### src/rtl/mem_bus_master_pkg.sv
// Shared definitions for the memory bus master: default widths, region map, FSM encoding.
// No logic; the region helper is a pure function.
// No flow control here.
package mem_bus_master_pkg;

    localparam int ADDR_W_DEF = 13;
    localparam int DATA_W_DEF = 8;

    localparam logic [1:0] RAM_REGION = 2'b11;

    typedef enum logic [1:0] {
        IDLE   = 2'd0,
        SETUP  = 2'd1,
        ACCESS = 2'd2,
        DONE   = 2'd3
    } state_t;

    // Same map the bus-side decoder uses: top two address bits select RAM.
    function automatic logic is_ram(input logic [1:0] top_bits);
        return top_bits == RAM_REGION;
    endfunction

endpackage

### src/rtl/mem_wait_cnt.sv
// Loadable 4-bit wait-state down-counter; saturates at zero.
// Load and decrement take effect at the next edge; zero is combinational from the count.
// No backpressure; decrement at zero is ignored.
module mem_wait_cnt (
    input  logic       clk,
    input  logic       rst,
    input  logic       load,
    input  logic [3:0] load_val,
    input  logic       dec,
    output logic       zero
);

    logic [3:0] cnt_q;
    logic [3:0] cnt_d;

    always_comb begin
        cnt_d = cnt_q;
        if (load) begin
            cnt_d = load_val;
        end else if (dec && (cnt_q != 4'd0)) begin
            cnt_d = cnt_q - 4'd1;
        end
    end

    always_ff @(posedge clk) begin
        if (rst) begin
            cnt_q <= 4'd0;
        end else begin
            cnt_q <= cnt_d;
        end
    end

    assign zero = (cnt_q == 4'd0);

endmodule

### src/rtl/mem_bus_master.sv
// CPU-side bus initiator: one SETUP/ACCESS/DONE bus cycle per request; ROM_WP_EN rejects ROM writes.
// Latency: ack W+2 cycles after acceptance (W = region wait states), 1 cycle for a rejected write.
// Backpressure: req is only sampled in IDLE; requests arriving while busy are dropped.
module mem_bus_master
    import mem_bus_master_pkg::*;
#(
    parameter int ADDR_W   = ADDR_W_DEF,
    parameter int DATA_W   = DATA_W_DEF,
    parameter int ROM_WAIT = 2,
    parameter int RAM_WAIT = 1
) (
    input  logic              clk,
    input  logic              rst,
    input  logic              req,
    input  logic              we,
    input  logic [ADDR_W-1:0] req_addr,
    input  logic [DATA_W-1:0] wdata,
    output logic              ack,
    output logic              err,
    output logic [DATA_W-1:0] rdata,
    output logic              busy,
    output logic [ADDR_W-1:0] addr,
    output logic [DATA_W-1:0] data_out,
    output logic              data_oe,
    output logic              rd,
    output logic              wr,
    input  logic [DATA_W-1:0] data_in
);

    localparam logic [3:0] ROM_LD = 4'(ROM_WAIT - 1);
    localparam logic [3:0] RAM_LD = 4'(RAM_WAIT - 1);

    state_t            state_q, state_d;
    logic [ADDR_W-1:0] addr_q, addr_d;
    logic [DATA_W-1:0] data_out_q, data_out_d;
    logic [DATA_W-1:0] rdata_q, rdata_d;
    logic              we_q, we_d;
    logic              err_q, err_d;
    logic              reject;
    logic              cnt_load, cnt_dec, cnt_zero;

`ifdef ROM_WP_EN
    assign reject = we && !is_ram(req_addr[ADDR_W-1 -: 2]);
`else
    assign reject = 1'b0;
`endif

    always_ff @(posedge clk) begin
        if (rst) begin
            state_q    <= IDLE;
            addr_q     <= '0;
            data_out_q <= '0;
            rdata_q    <= '0;
            we_q       <= 1'b0;
            err_q      <= 1'b0;
        end else begin
            state_q    <= state_d;
            addr_q     <= addr_d;
            data_out_q <= data_out_d;
            rdata_q    <= rdata_d;
            we_q       <= we_d;
            err_q      <= err_d;
        end
    end

    always_comb begin
        state_d = state_q;
        case (state_q)
            IDLE:    if (req) state_d = reject ? DONE : SETUP;
            SETUP:   state_d = ACCESS;
            ACCESS:  if (cnt_zero) state_d = DONE;
            DONE:    state_d = IDLE;
            default: state_d = IDLE;
        endcase
    end

    // Request capture and read-data sampling on the last ACCESS cycle.
    always_comb begin
        addr_d     = addr_q;
        data_out_d = data_out_q;
        we_d       = we_q;
        err_d      = err_q;
        rdata_d    = rdata_q;
        if (state_q == IDLE && req) begin
            addr_d     = req_addr;
            data_out_d = wdata;
            we_d       = we;
            err_d      = reject;
        end
        if (state_q == ACCESS && cnt_zero && !we_q) begin
            rdata_d = data_in;
        end
    end

    always_comb begin
        rd       = 1'b0;
        wr       = 1'b0;
        data_oe  = 1'b0;
        ack      = 1'b0;
        cnt_load = 1'b0;
        cnt_dec  = 1'b0;
        busy     = (state_q != IDLE);
        case (state_q)
            SETUP: begin
                data_oe  = we_q;
                cnt_load = 1'b1;
            end
            ACCESS: begin
                rd      = ~we_q;
                wr      = we_q;
                data_oe = we_q;
                cnt_dec = 1'b1;
            end
            DONE:    ack = 1'b1;
            default: ;
        endcase
    end

    mem_wait_cnt u_wait_cnt (
        .clk      (clk),
        .rst      (rst),
        .load     (cnt_load),
        .load_val (is_ram(addr_q[ADDR_W-1 -: 2]) ? RAM_LD : ROM_LD),
        .dec      (cnt_dec),
        .zero     (cnt_zero)
    );

`ifdef ROM_WP_EN
    assign err = ack & err_q;
`else
    assign err = 1'b0;
`endif

    assign addr     = addr_q;
    assign data_out = data_out_q;
    assign rdata    = rdata_q;

endmodule

### config.mk
export PLATFORM = sky130hd
export DESIGN_NAME = mem_bus_master
export DESIGN_NICKNAME = d
export VERILOG_FILES = /design/src/rtl/mem_bus_master_pkg.sv /design/src/rtl/mem_wait_cnt.sv /design/src/rtl/mem_bus_master.sv
export SDC_FILE = /design/constraint.sdc
export NUM_CORES = 1
export LEC_CHECK = 0
export ABC_CLOCK_PERIOD_IN_PS = 3200
export CAP_MARGIN = 20
export CORE_MARGIN = 2
export CORE_UTILIZATION = 44
export CTS_BUF_LIST = sky130_fd_sc_hd__clkbuf_4 sky130_fd_sc_hd__clkbuf_8 sky130_fd_sc_hd__clkbuf_16
export DETAILED_ROUTE_END_ITERATION = 10
export GPL_ROUTABILITY_DRIVEN = 0
export PLACE_DENSITY_LB_ADDON = 0.12
export SKIP_LAST_GASP = 1
export SLEW_MARGIN = 0
export SYNTH_ARGS = -nofsm -noshare
export SYNTH_HDL_FRONTEND = slang
export SYNTH_HIERARCHICAL = 1
export SYNTH_SLANG_ARGS = --single-unit
### constraint.sdc
create_clock -name clk -period 3.2 [get_ports clk]
set_input_delay 0.64 -clock clk [delete_from_list [all_inputs] [get_ports clk]]
set_output_delay 0.64 -clock clk [all_outputs]
set_load 0.005 [all_outputs]
==> run summary <==
Clock transition at path regs -> 100 ps
Fin crit period -> 2378 ps
Yosys reg bits -> 36
Final setup viols -> 0
VDD IR-drop max -> 462.2 uV
Most common cell in the netlist -> nand2_1
Post-CTS Setup Repair Bufs -> 0
CTS Hold Bufs -> 0
Asr flop ratio synth -> 0%
WS Path Type -> register to output pin
Final Hold Fails -> 0
H-tree depth -> 2
Layout cells sized above 1 -> 5.078%
Worst Setup Start Kind -> register
Number of global-route vias before repair -> 1433
Row Count -> 21
Setup Total Neg Slack -> 0 ps
GRT Resource Usage Total -> 20.41%
Number of fillers in the final layout -> 293
Setup crit end kind -> output pin
Die Ht -> 62.68 um
Slew headroom -> 49.82%
Max_cap viols -> 0
Syn Area/Cell -> 8.103 um^2
Fin crit share -> 74.30%
Via/cell ratio -> 4.725
CORE AREA -> 3311 um^2
Iter 0 DRT Violations -> 41
Worst skew pair latency -> 330 ps
Die ar. -> 3929 um^2
Required time worst endpoint -> 2560 ps
Via count -> 1427
Synth top area cells -> dfxtp_1 48%, nand2_1 16%, a21oi_1 9.9%, ha_1 5.8%, a2111oi_4 1.8%
Dominant synthesized flop cell -> dfxtp_1
Sequential standard cell area -> 720.7 um^2
EDFF count, synth -> 0
Die W -> 62.68 um
First drt pass iteration count -> 4
Top-area cell type share of the netlist area -> 47.56%
Ys Warns -> 6
# IOs -> 68
Leak -> 0.8567 nW
Final antenna-violating net count -> 0
Area added between synthesis and finish -> 51.45%
CTS resizes -> 0
Hold Path Class -> register to register
Mapped Area -> 1515 um^2
RSZ-0062 raised after global routing -> false
Total wire length -> 3681 um
Seq/Total Area, Yosys -> 47.56%
DP Cell Count -> 294
Arrival time worst endpoint -> 1740 ps
CTS tree -> built
CTS Buf Count -> 5
Fmax -> 0.4206 GHz
GRT overflow -> 0
Worst-Margin Slew -> 752.7 ps
Clock net sink count -> 36
Area of the multi-input gates -> 734.5 um^2
Yosys cell types -> 28
Synth Instances -> 187
Clock Skew -> 6.412 ps
Commonest cells in the netlist -> 65 x nand2_1, 36 x dfxtp_1, 30 x a21oi_1
Slew Viols, Final -> 0
Cell Pwr Density -> 695.2 nW/um^2
CP Max Fanout -> 5
Pin count of the biggest net entering global routing -> 23
Port Buffers -> 66
Area leader, netlist -> dfxtp_1
CTS max path bufs -> 2
Status -> finished, final reports clean
Root Buffer -> clkbuf_4
First-pass GRT wire length -> 6354 um
WL/cell -> 12.19 um
Post-Layout Cell Count -> 302
Antenna violations before repair -> 0
Starting Density -> 45.77%
Diode count -> 0
Layout Nets -> 295
Worst hold slack -> 458.8 ps
DRC viols -> 0
Detailed placement HPWL -> 2727 um
[path summary, 6_finish.rpt]
path	from	to	slack, ps	depth (start not counted)
worst min register to register	rdata[3]	rdata[3]	460	2
worst min-delay path	rdata[3]	rdata[3]	460	2
worst max register to register	u_wait_cnt/cnt_q[1]	state_q[0]	1270	7
worst max-delay path	state_q[0]	data_oe	820	4
[power by group]
part	leakage [nW]	switching, mW	internal [mW]	total, mW
logic	0.516	0.337	0.330	0.667
clock network	0.0456	0.145	0.172	0.317
registers	0.295	0.0650	0.546	0.611
[per-stage QoR]
| step | utilization [%] | cell area [um^2] | setup slack (ps) | power, mW |
|---|---|---|---|---|
| 5_1_grt | 69.31 | 2295 | 695.3 | 1.724 |
| 2_1_floorplan | - | 1526 | 1443 | 1.009 |
| 3_3_place_gp | 66.89 | 2215 | 1027 | 1.275 |
| 3_5_place_dp | 66.89 | 2215 | 1029 | 1.289 |
| 6_report | 69.31 | 2295 | 822.4 | 1.595 |
| 4_1_cts | 69.31 | 2295 | 792.0 | 1.612 |
[cells by family (layout without fill, tap and decap cells)]
family	count (synthesis)	count (layout)	share of synthesized area [%]
muxes	1	1	0.6606
buffers and inverters	17	83	4.707
other	1	4	0.2475
and+or+nand+nor	87	87	25.52
adders and majority gates	7	7	5.780
DFF	36	36	47.56
AOI/OAI and AO/OA	38	38	15.52
[final cells by class]
class                   count  share of cell area, %
clock buffers               6                  1.963
clock inverters             2                  1.527
inverters                   7                  1.145
multi-input cells         137                  32.01
flip-flops and latches     36                  31.41
well taps                  46                  2.508
repair buffers             68                  29.44
[registers in the layout, indices dropped and copies added, names as in the netlist]
name	flops
addr	13
we_q	1
state_q	2
u_wait_cnt/cnt_q	4
rdata	8
data_out	8
[critical path: stages, from the launching register on]
cell             delay [ps]
dfxtp_1                 380
inv_1                   120
ha_1                    300
and2_1                  120
clkdlybuf4s50_1         490
[layer usage]
layer	global-route usage [%]	up-vias	share of wire, %
li1	-	744	-
met1	23.50	632	43
met2	34.95	49	48
met3	8.649	2	7.9
met4	5.000	0	0.49
met5	0	-	0
[cells in the final DEF (no fill, tap or decap), types with 2 or more instances in the layout]
| master | synthesis | routed |
|---|---|---|
| nand2_1 | 65 | 65 |
| nor2_1 | 7 | 7 |
| o31ai_1 | 2 | 2 |
| clkdlybuf4s50_1 | 0 | 66 |
| conb_1 | 1 | 4 |
| a21oi_1 | 30 | 30 |
| ha_1 | 7 | 7 |
| dfxtp_1 | 36 | 36 |
| buf_4 | 1 | 2 |
| a311oi_1 | 2 | 2 |
| nor2b_1 | 3 | 3 |
| clkbuf_4 | 0 | 6 |
| inv_1 | 7 | 7 |
| and2_1 | 3 | 3 |
(Power assumes the default switching activity.)
